===== src/rtl/ccff_chain_loader_pkg.sv =====
// Shared types, CRC constants and the serial CRC-16-CCITT step for the configuration-chain loader.
package ccff_loader_pkg;

  typedef enum logic [1:0] {
    ST_IDLE   = 2'd0,
    ST_LOAD   = 2'd1,
    ST_VERIFY = 2'd2,
    ST_DONE   = 2'd3
  } state_e;

  localparam logic [15:0] CRC_POLY = 16'h1021;
  localparam logic [15:0] CRC_INIT = 16'hFFFF;

  // MSB-feedback form: the incoming bit is folded into the bit leaving the top of the register.
  function automatic logic [15:0] crc16_step(input logic [15:0] crc, input logic din);
    logic fb;
    fb = crc[15] ^ din;
    crc16_step = {crc[14:0], 1'b0} ^ (fb ? CRC_POLY : 16'h0000);
  endfunction

endpackage


===== src/rtl/ccff_chain_loader_if.sv =====
// Host word handshake between a configuration source (master) and the chain loader (slave).
interface ccff_chain_loader_if #(
  parameter int WORD_W = 8
);
  logic              cfg_word_valid;
  logic [WORD_W-1:0] cfg_word;
  logic              cfg_word_ready;

  modport master (output cfg_word_valid, output cfg_word, input cfg_word_ready);
  modport slave  (input cfg_word_valid, input cfg_word, output cfg_word_ready);
endinterface


===== src/rtl/ccff_chain_loader_crc16.sv =====
// Serial CRC-16-CCITT register; clear has priority over en. crc_next exposes the value after this cycle's update.
module ccff_crc16
  import ccff_loader_pkg::*;
(
  input  logic        prog_clk,
  input  logic        prog_reset,
  input  logic        clear,
  input  logic        en,
  input  logic        din,
  output logic [15:0] crc,
  output logic [15:0] crc_next
);

  logic [15:0] crc_r;

  // next CRC value when a bit is folded in this cycle
  always_comb begin
    if (en) begin
      crc_next = crc16_step(crc_r, din);
    end else begin
      crc_next = crc_r;
    end
  end

  // CRC state register
  always_ff @(posedge prog_clk) begin
    if (prog_reset) begin
      crc_r <= CRC_INIT;
    end else if (clear) begin
      crc_r <= CRC_INIT;
    end else begin
      crc_r <= crc_next;
    end
  end

  assign crc = crc_r;

endmodule


===== src/rtl/ccff_chain_loader.sv =====
// Serializes host words LSB-first onto a scan configuration chain and gates its clock.
// Optional readback/CRC check pass is built when CCFF_LOADER_VERIFY_EN is defined.
module ccff_chain_loader
  import ccff_loader_pkg::*;
#(
  parameter int CHAIN_LEN = 36,
  parameter int WORD_W    = 8,
  parameter int CNT_W     = $clog2(CHAIN_LEN + 1)
) (
  input  logic             prog_clk,
  input  logic             prog_reset,
  input  logic             start,
  ccff_chain_loader_if.slave host,
  output logic             ccff_head,
  input  logic             ccff_tail,
  output logic             prog_clk_gate_en,
  output logic             busy,
  output logic             done,
  output logic             error,
  output logic [CNT_W-1:0] bit_count
);

  localparam int NWORDS    = (CHAIN_LEN + WORD_W - 1) / WORD_W;
  localparam int LAST_BITS = CHAIN_LEN - (NWORDS - 1) * WORD_W;
  localparam int SH_W      = $clog2(WORD_W + 1);
  localparam int WC_W      = $clog2(NWORDS + 1);

  state_e            state_r;
  logic [WORD_W-1:0] shreg_r;
  logic [SH_W-1:0]   sh_cnt_r;
  logic [WC_W-1:0]   word_cnt_r;
  logic              head_r;
  logic              ready_r;
  logic              gate_r;
  logic              busy_r;
  logic              done_r;
  logic              error_r;
  logic [CNT_W-1:0]  bit_count_r;

  logic              accept_s;
  logic              last_bit_s;
  logic [SH_W-1:0]   word_bits_s;

`ifdef CCFF_LOADER_VERIFY_EN
  logic [15:0] crc_load_s;
  logic [15:0] crc_rb_next_s;
  logic [15:0] unused_crc_load_nx_s;
  logic [15:0] unused_crc_rb_s;
  logic        crc_clear_s;

  assign crc_clear_s = (state_r == ST_IDLE) && start;

  ccff_crc16 u_crc_load (
    .prog_clk   (prog_clk),
    .prog_reset (prog_reset),
    .clear      (crc_clear_s),
    .en         ((state_r == ST_LOAD) && gate_r),
    .din        (head_r),
    .crc        (crc_load_s),
    .crc_next   (unused_crc_load_nx_s)
  );

  ccff_crc16 u_crc_rb (
    .prog_clk   (prog_clk),
    .prog_reset (prog_reset),
    .clear      (crc_clear_s),
    .en         (state_r == ST_VERIFY),
    .din        (ccff_tail),
    .crc        (unused_crc_rb_s),
    .crc_next   (crc_rb_next_s)
  );

  // loopback is combinational so the chain ring stays exactly CHAIN_LEN long
  assign ccff_head = (state_r == ST_VERIFY) ? ccff_tail : head_r;
`else
  logic unused_tail_s;
  assign unused_tail_s = ccff_tail;
  assign ccff_head     = head_r;
`endif

  // handshake and word-size decode
  always_comb begin
    accept_s   = host.cfg_word_valid && ready_r;
    last_bit_s = gate_r && (bit_count_r == CNT_W'(CHAIN_LEN));
    if (word_cnt_r == WC_W'(NWORDS - 1)) begin
      word_bits_s = SH_W'(LAST_BITS);
    end else begin
      word_bits_s = SH_W'(WORD_W);
    end
  end

  // control FSM, shift register and registered outputs
  always_ff @(posedge prog_clk) begin
    if (prog_reset) begin
      state_r     <= ST_IDLE;
      shreg_r     <= '0;
      sh_cnt_r    <= '0;
      word_cnt_r  <= '0;
      head_r      <= 1'b0;
      ready_r     <= 1'b0;
      gate_r      <= 1'b0;
      busy_r      <= 1'b0;
      done_r      <= 1'b0;
      error_r     <= 1'b0;
      bit_count_r <= '0;
    end else begin
      case (state_r)
        ST_IDLE: begin
          done_r <= 1'b0;
          gate_r <= 1'b0;
          if (start) begin
            state_r     <= ST_LOAD;
            busy_r      <= 1'b1;
            ready_r     <= 1'b1;
            bit_count_r <= '0;
            word_cnt_r  <= '0;
            sh_cnt_r    <= '0;
            error_r     <= 1'b0;
          end else begin
            busy_r <= 1'b0;
          end
        end
        ST_LOAD: begin
          if (last_bit_s) begin
            ready_r <= 1'b0;
`ifdef CCFF_LOADER_VERIFY_EN
            state_r     <= ST_VERIFY;
            bit_count_r <= CNT_W'(1);
`else
            state_r <= ST_DONE;
            gate_r  <= 1'b0;
            done_r  <= 1'b1;
`endif
          end else if (sh_cnt_r != SH_W'(0)) begin
            head_r      <= shreg_r[0];
            shreg_r     <= shreg_r >> 1;
            sh_cnt_r    <= sh_cnt_r - SH_W'(1);
            gate_r      <= 1'b1;
            bit_count_r <= bit_count_r + CNT_W'(1);
            ready_r     <= (sh_cnt_r == SH_W'(1)) && (word_cnt_r < WC_W'(NWORDS));
          end else if (accept_s) begin
            head_r      <= host.cfg_word[0];
            shreg_r     <= host.cfg_word >> 1;
            sh_cnt_r    <= word_bits_s - SH_W'(1);
            word_cnt_r  <= word_cnt_r + WC_W'(1);
            gate_r      <= 1'b1;
            bit_count_r <= bit_count_r + CNT_W'(1);
            ready_r     <= (word_bits_s == SH_W'(1)) &&
                           ((word_cnt_r + WC_W'(1)) < WC_W'(NWORDS));
          end else begin
            gate_r  <= 1'b0;
            ready_r <= (word_cnt_r < WC_W'(NWORDS));
          end
        end
`ifdef CCFF_LOADER_VERIFY_EN
        ST_VERIFY: begin
          if (bit_count_r == CNT_W'(CHAIN_LEN)) begin
            state_r <= ST_DONE;
            gate_r  <= 1'b0;
            done_r  <= 1'b1;
            error_r <= (crc_load_s != crc_rb_next_s);
          end else begin
            bit_count_r <= bit_count_r + CNT_W'(1);
          end
        end
`endif
        ST_DONE: begin
          state_r <= ST_IDLE;
          done_r  <= 1'b0;
          busy_r  <= 1'b0;
          gate_r  <= 1'b0;
        end
        default: begin
          state_r <= ST_IDLE;
          ready_r <= 1'b0;
          gate_r  <= 1'b0;
          busy_r  <= 1'b0;
          done_r  <= 1'b0;
        end
      endcase
    end
  end

  assign host.cfg_word_ready = ready_r;
  assign prog_clk_gate_en    = gate_r;
  assign busy                = busy_r;
  assign done                = done_r;
  assign error               = error_r;
  assign bit_count           = bit_count_r;

endmodule


===== src/flat_wrapper.sv =====
// flat-port wrapper written by rule: the top's interface ports become plain ports
module ccff_chain_loader_flat import ccff_loader_pkg::*;
#(
  parameter int CHAIN_LEN = 36,
  parameter int WORD_W    = 8,
  parameter int CNT_W     = $clog2(CHAIN_LEN + 1)
)
  (prog_clk, prog_reset, start, ccff_head, ccff_tail, prog_clk_gate_en, busy, done, error, bit_count, host_cfg_word_valid, host_cfg_word, host_cfg_word_ready);
  ccff_chain_loader_if #(.WORD_W(WORD_W)) host_i ();
  input  logic prog_clk;
  input  logic prog_reset;
  input  logic start;
  output logic ccff_head;
  input  logic ccff_tail;
  output logic prog_clk_gate_en;
  output logic busy;
  output logic done;
  output logic error;
  output logic [CNT_W-1:0] bit_count;
  input wire logic [$bits(host_i.cfg_word_valid)-1:0] host_cfg_word_valid;
  input wire logic [$bits(host_i.cfg_word)-1:0] host_cfg_word;
  output wire logic [$bits(host_i.cfg_word_ready)-1:0] host_cfg_word_ready;
  assign host_i.cfg_word_valid = host_cfg_word_valid;
  assign host_i.cfg_word = host_cfg_word;
  assign host_cfg_word_ready = host_i.cfg_word_ready;
  ccff_chain_loader #(.CHAIN_LEN(CHAIN_LEN), .WORD_W(WORD_W), .CNT_W(CNT_W)) u_core (.prog_clk(prog_clk), .prog_reset(prog_reset), .start(start), .host(host_i), .ccff_head(ccff_head), .ccff_tail(ccff_tail), .prog_clk_gate_en(prog_clk_gate_en), .busy(busy), .done(done), .error(error), .bit_count(bit_count));
endmodule

===== config.mk =====
export PLATFORM = sky130hd
export DESIGN_NAME = ccff_chain_loader_flat
export DESIGN_NICKNAME = d
export VERILOG_FILES = /design/src/rtl/ccff_chain_loader_pkg.sv /design/src/rtl/ccff_chain_loader_if.sv /design/src/rtl/ccff_chain_loader_crc16.sv /design/src/rtl/ccff_chain_loader.sv /design/src/flat_wrapper.sv
export SDC_FILE = /design/constraint.sdc
export NUM_CORES = 1
export LEC_CHECK = 0
export BUFFER_PORTS_ARGS = -buffer_cell sky130_fd_sc_hd__buf_2
export CAP_MARGIN = 30
export CORE_UTILIZATION = 40
export DETAILED_ROUTE_END_ITERATION = 7
export PLACE_DENSITY = 0.59
export REMOVE_ABC_BUFFERS = 1
export SYNTH_ARGS = -nofsm -noshare
export SYNTH_HDL_FRONTEND = slang
export SYNTH_HIERARCHICAL = 1
export SYNTH_SLANG_ARGS = --single-unit

===== constraint.sdc =====
create_clock -name prog_clk -period 2.42 [get_ports prog_clk]
set_input_delay 0.242 -clock prog_clk [delete_from_list [all_inputs] [get_ports prog_clk]]
set_output_delay 0.242 -clock prog_clk [all_outputs]
set_load 0.03 [all_outputs]

# Word-level counts from Yosys, hierarchy flattened
# Cells that the tools add are included.
# word_totals
ff_bits	28
inputBits	13
wordCells	78
# op_classes
addsub	4
n_lt_le_gt_ge	2
eq_ne	12
n_mux	32
bitwise_logic	3
n_reduce_logical	15
# ops
cell	count
$mux 6	4
$mux 4	5
$mux 8	2
$mux 3	4
$pmux 6 s2	1
$mux 1	9
$eq 4x1->1 const B	2
$pmux 4 s2	1
$sub 4x1->4 const B	2
$add 6x1->6 const B	1
$eq 6x6->1 const B	1
$lt 3x3->1 const B	2
$ne 2x2->1 const B	3
$pmux 3 s2	1
$reduce_and 5->1	1
$logic_and 1x1->1	4
$mux 2	2
$ne 2x1->1 const B	2
$pmux 2 s2	1
$reduce_and 2->1	2
$reduce_and 4->1	1
$reduce_bool 2->1	2
$reduce_bool 4->1	1
$add 3x1->3 const B	1
other kinds (11)	13

# Depth between registers and ports, before layout
# depth
word_depth	8
ltp_mapped	8

# Worst setup path after synthesis
# Ideal clock, no wire load.
# synth_timing
kind	reg-to-reg
startpoint	reg u_core.bit_count_r[0] (netlist: u_core/bit_count[0])
endpoint	reg u_core.sh_cnt_r[3]
setup_ps	137
arrival_ps	1689
required_ps	2283
slack_ps	594
path_stages_with_launch	8
path_buffers	1
synth_period_minus_slack_ps	1826
path_cell_list	dfxtp_1 > inv_1 > ha_1 > nand2_1 > o21ai_1 > buf_2 > o311ai_0 > o31ai_2
# synth_between
elab_chain_cells	4
# synth_lines
element	line	source
start, declared	ccff_chain_loader.sv:38	logic [CNT_W-1:0] bit_count_r;
start signal, assigned	ccff_chain_loader.sv:139	bit_count_r <= bit_count_r + CNT_W'(1);
start signal, assigned	ccff_chain_loader.sv:147	bit_count_r <= bit_count_r + CNT_W'(1);
$eq 6x6->1	ccff_chain_loader.sv:84	last_bit_s = gate_r && (bit_count_r == CNT_W'(CHAIN_LEN));
$logic_and 1x1->1	ccff_chain_loader.sv:84	
$ne 2x2->1 (no line)	-	
$reduce_and 4->1 (no line)	-	
end signal, assigned	ccff_chain_loader.sv:137	sh_cnt_r <= sh_cnt_r - SH_W'(1);
end signal, assigned	ccff_chain_loader.sv:144	sh_cnt_r <= word_bits_s - SH_W'(1);
end, declared	ccff_chain_loader.sv:30	logic [SH_W-1:0] sh_cnt_r;
# No other way between the ends.
# A chain may end at the register's enable or synchronous reset.

# Final worst setup path
# layout_timing
startpoint	reg u_core.sh_cnt_r[0]
endpoint	reg u_core.sh_cnt_r[2]
# layout_between
elab_chain_cells	4
word_cells_on_any_way	7
classes_between	add/sub (1); eq/ne (1); mux (3); reduce/logical (2)
# layout_lines
element	line	source
$sub 4x1->4 / $reduce_bool 4->1 (equally long branches)	ccff_chain_loader.sv:137, ccff_chain_loader.sv:134	
$mux 4	ccff_chain_loader.sv:134	end else if (sh_cnt_r != SH_W'(0)) begin
$mux 4	ccff_chain_loader.sv:124	if (last_bit_s) begin
$pmux 4 s2	ccff_chain_loader.sv:107	case (state_r)
# Several ways; a longest one is shown, not always the timed one. The select of a mux whose other input is x is not followed.

==> impl_metrics.json <==
{
  "max_slew.worst_pin.slew_ns": 0.551,
  "synth_edf_count": 0,
  "power.leakage_uw": 0.000615,
  "outcome": "complete, no violations",
  "ir_drop_uv": 226,
  "vias_per_cell": 5.79,
  "wire_per_inst_um": 14.8,
  "power_switching_uw": 343,
  "combPwrFrac": 0.274,
  "max_clock_freq_mhz": 477,
  "postSynth.asyncResetShare": 0,
  "first_pass_iters": 6,
  "cts.sinks": 27,
  "cpMaxStageDelayCell": "a2111oi_0",
  "worstSkewPairLatency_ns": 0.27,
  "syn_avg_cell_area_um2": 8.62,
  "chipWidth_um": 62.7,
  "relSlewSlack": 0.631,
  "portBuffers": 22,
  "dpl.hpwl_mm": 2.53,
  "clkPwrFrac": 0.242,
  "dieArea_um2": 3930,
  "grt_antenna_before_repair": 0,
  "netlist_instances": 171,
  "ys_ff_latch": 27,
  "synth_area_um2": 1470,
  "maxCapViolations": 0,
  "post_cts_resized": 0,
  "internal_power_uw": 693,
  "placementRows": 21,
  "post_dp_cell_area_um2": 1600,
  "core-area_um2": 3440,
  "yosysUniqueCellTypes": 47,
  "cts_hold_buffers": 0,
  "wl_mm": 3.47,
  "slew_violations": 0,
  "grt_pass1_wl_mm": 5.75,
  "drcViolationCount": 0,
  "swShare": 0.332,
  "cts_tree": "built",
  "tns_ns": 0,
  "end_kind": "register",
  "final_nets": 210,
  "cpPeakStageDelay_ns": 0.47,
  "die_y_um": 62.7,
  "worstPathArrival_ns": 2.32,
  "ys.flop_type": "dfxtp_1",
  "gp_congestion": 0.734,
  "drt_iter0_drc": 89,
  "ant_nets": 0,
  "path_clk_slew_ns": 0.09,
  "setup_violations": 0,
  "post-route-period-util": 0.867,
  "critPathKind": "reg -> reg",
  "cts_buffer_depth": 2,
  "cp-start-kind": "register",
  "area_delta_synth_final_pct": 11.9,
  "synth_warnings": 6,
  "layout-drive-gt1-share": 0.196,
  "ys_seq_area_frac": 0.367,
  "power-per-cell-area_nw_per_um2": 628,
  "clock_skew_ns": 0.00618,
  "num_vias": 1360,
  "hold_path.class": "in -> reg",
  "grt_max_degree": 29,
  "cp_max_fo": 9,
  "finalHoldViolCount": 0,
  "worstPathCellList": "inv_1 -> ha_1 -> or3b_1 -> o22ai_1 -> a2111oi_0 -> o221a_2",
  "design_area_um2": 1650,
  "period_needed_ns": 2.10,
  "initial_core_util": 0.428,
  "cts_made_buffers": 3,
  "seqPwrFrac": 0.484,
  "worst_ep_required_time_ns": 2.64,
  "grtUsageTotal": 0.184,
  "post-cts-setup-buffers": 0,
  "cts-root-buf": "clkbuf_8",
  "num_io_pins": 25,
  "overflow": 0,
  "htree_levels": 1,
  "diodes": 0,
  "rsz0062_at_grt": "false",
  "grt_pass1_vias": 1219
}
worst max-delay path, delay by kind of cell (launching register included):
| family | cells | cell delay, ns |
|---|---|---|
| buf+inv | 1 | 0.09 |
| flops | 1 | 0.40 |
| compound gates | 3 | 0.89 |
| fa+ha+maj | 1 | 0.23 |
| simple gates | 1 | 0.44 |
power by group through the flow:
stage               Combinational, uW  Sequential (uW)  Clock [uW]
floorplan                         173              523           0
global placement                  277              509           0
detailed placement                283              511           0
CTS                               284              501         262
global route                      321              506         278
finish                            284              502         251
registers in the layout, indices dropped and copies added, names as in the netlist:
signal and cells:
u_core/shreg_r 7, u_core/ccff_head 1, u_core/sh_cnt_r 4, u_core/bit_count 6, u_core/prog_clk_gate_en 1, u_core/done 1, u_core/busy 1, u_core/word_cnt_r 3
u_core/host.cfg_word_ready 1, u_core/state_r 2
cell families (layout without fill, tap and decap cells):
kind of cell,after synthesis,in the layout,share of synthesized area
and+or+nand+nor,64,64,0.228
other,1,1,0.00254
muxes,4,4,0.0272
buffers and inverters,19,37,0.0662
DFF,27,27,0.367
adders and majority gates,7,7,0.0594
AOI/OAI and AO/OA,49,49,0.250
through the flow:
stage	worst slack [ns]	instances	hold slack (ns)	utilization	total power, uW
final	0.321	235	0.230	0.479	1040
after CTS	0.312	235	0.224	0.479	1050
after floorplan	0.116	158	0.304	-	696
after global routing	0.0803	235	0.239	0.479	1110
after global placement	0.418	231	0.466	0.466	786
after detailed placement	0.284	231	0.473	0.466	794
routing by layer:
metal / share of wire / vias up / GRT usage / routed length, um
li1: - / 667 / - / -
met2: 0.50 / 31 / 0.315 / 1720
met4: 0.0043 / 0 / 0.0669 / 15
met5: 0 / - / 0 / 0
met1: 0.46 / 660 / 0.236 / 1610
met3: 0.035 / 2 / 0.0237 / 120
cells in the mapped netlist, types with 2 or more instances:
library cell,number,area share
nand2b_1,3,0.013
mux2i_1,4,0.027
dfxtp_1,27,0.37
and2_1,2,0.0085
a21oi_1,11,0.037
a21oi_2,2,0.012
nor2_1,14,0.036
buf_2,5,0.017
o2111ai_1,2,0.012
a2111o_1,2,0.015
o211ai_1,3,0.015
nor2b_1,3,0.013
clkbuf_1,4,0.010
nand2_1,19,0.048
ha_1,7,0.059
a311oi_1,7,0.042
o21ai_0,6,0.020
or3_1,6,0.025
nor3b_1,2,0.010
inv_1,6,0.015
nand4_1,2,0.0085
o31ai_1,5,0.025
nor3_1,3,0.010
nand4b_1,2,0.012
buf_6,2,0.015
worst paths after layout:
check                                    end  cells past startpoint                       startpoint  slack (ns)
max          u_core/sh_cnt_r[2]$_SDFFE_PP0P_                      6  u_core/sh_cnt_r[0]$_SDFFE_PP0P_        0.32
min           u_core/shreg_r[6]$_SDFFE_PP0P_                      3                 host_cfg_word[7]        0.23
max reg2reg  u_core/sh_cnt_r[2]$_SDFFE_PP0P_                      6  u_core/sh_cnt_r[0]$_SDFFE_PP0P_        0.32
min reg2reg    u_core/ccff_head$_SDFFE_PP0P_                      2   u_core/shreg_r[0]$_SDFFE_PP0P_        0.49
placed cells by master, fill, tap and decap left out, types with 2 or more instances in the layout:
cell / netlist / final
nor2b_1: 3 / 3
a21oi_2: 2 / 2
a2111o_1: 2 / 2
buf_4: 1 / 5
nand2b_1: 3 / 3
or3_1: 6 / 6
clkbuf_8: 0 / 3
o31ai_1: 5 / 5
nand4b_1: 2 / 2
o2111ai_1: 2 / 2
buf_2: 5 / 22
nand2_1: 19 / 19
nor2_1: 14 / 14
mux2i_1: 4 / 4
inv_1: 6 / 6
o211ai_1: 3 / 3
nor3b_1: 2 / 2
and2_1: 2 / 2
nand4_1: 2 / 2
ha_1: 7 / 7
dfxtp_1: 27 / 27
a311oi_1: 7 / 7
a21oi_1: 11 / 11
o21ai_0: 6 / 6
nor3_1: 3 / 3
final cells by class:
cell class | count | area (um2)
clock buffer | 4 | 45.0
fill | 349 | 1790
inverter | 6 | 22.5
multi-input combinational | 125 | 836
sequential | 27 | 541
tap | 46 | 57.6
timing repair buffer | 27 | 148
Power figures use the tool's default switching activity.
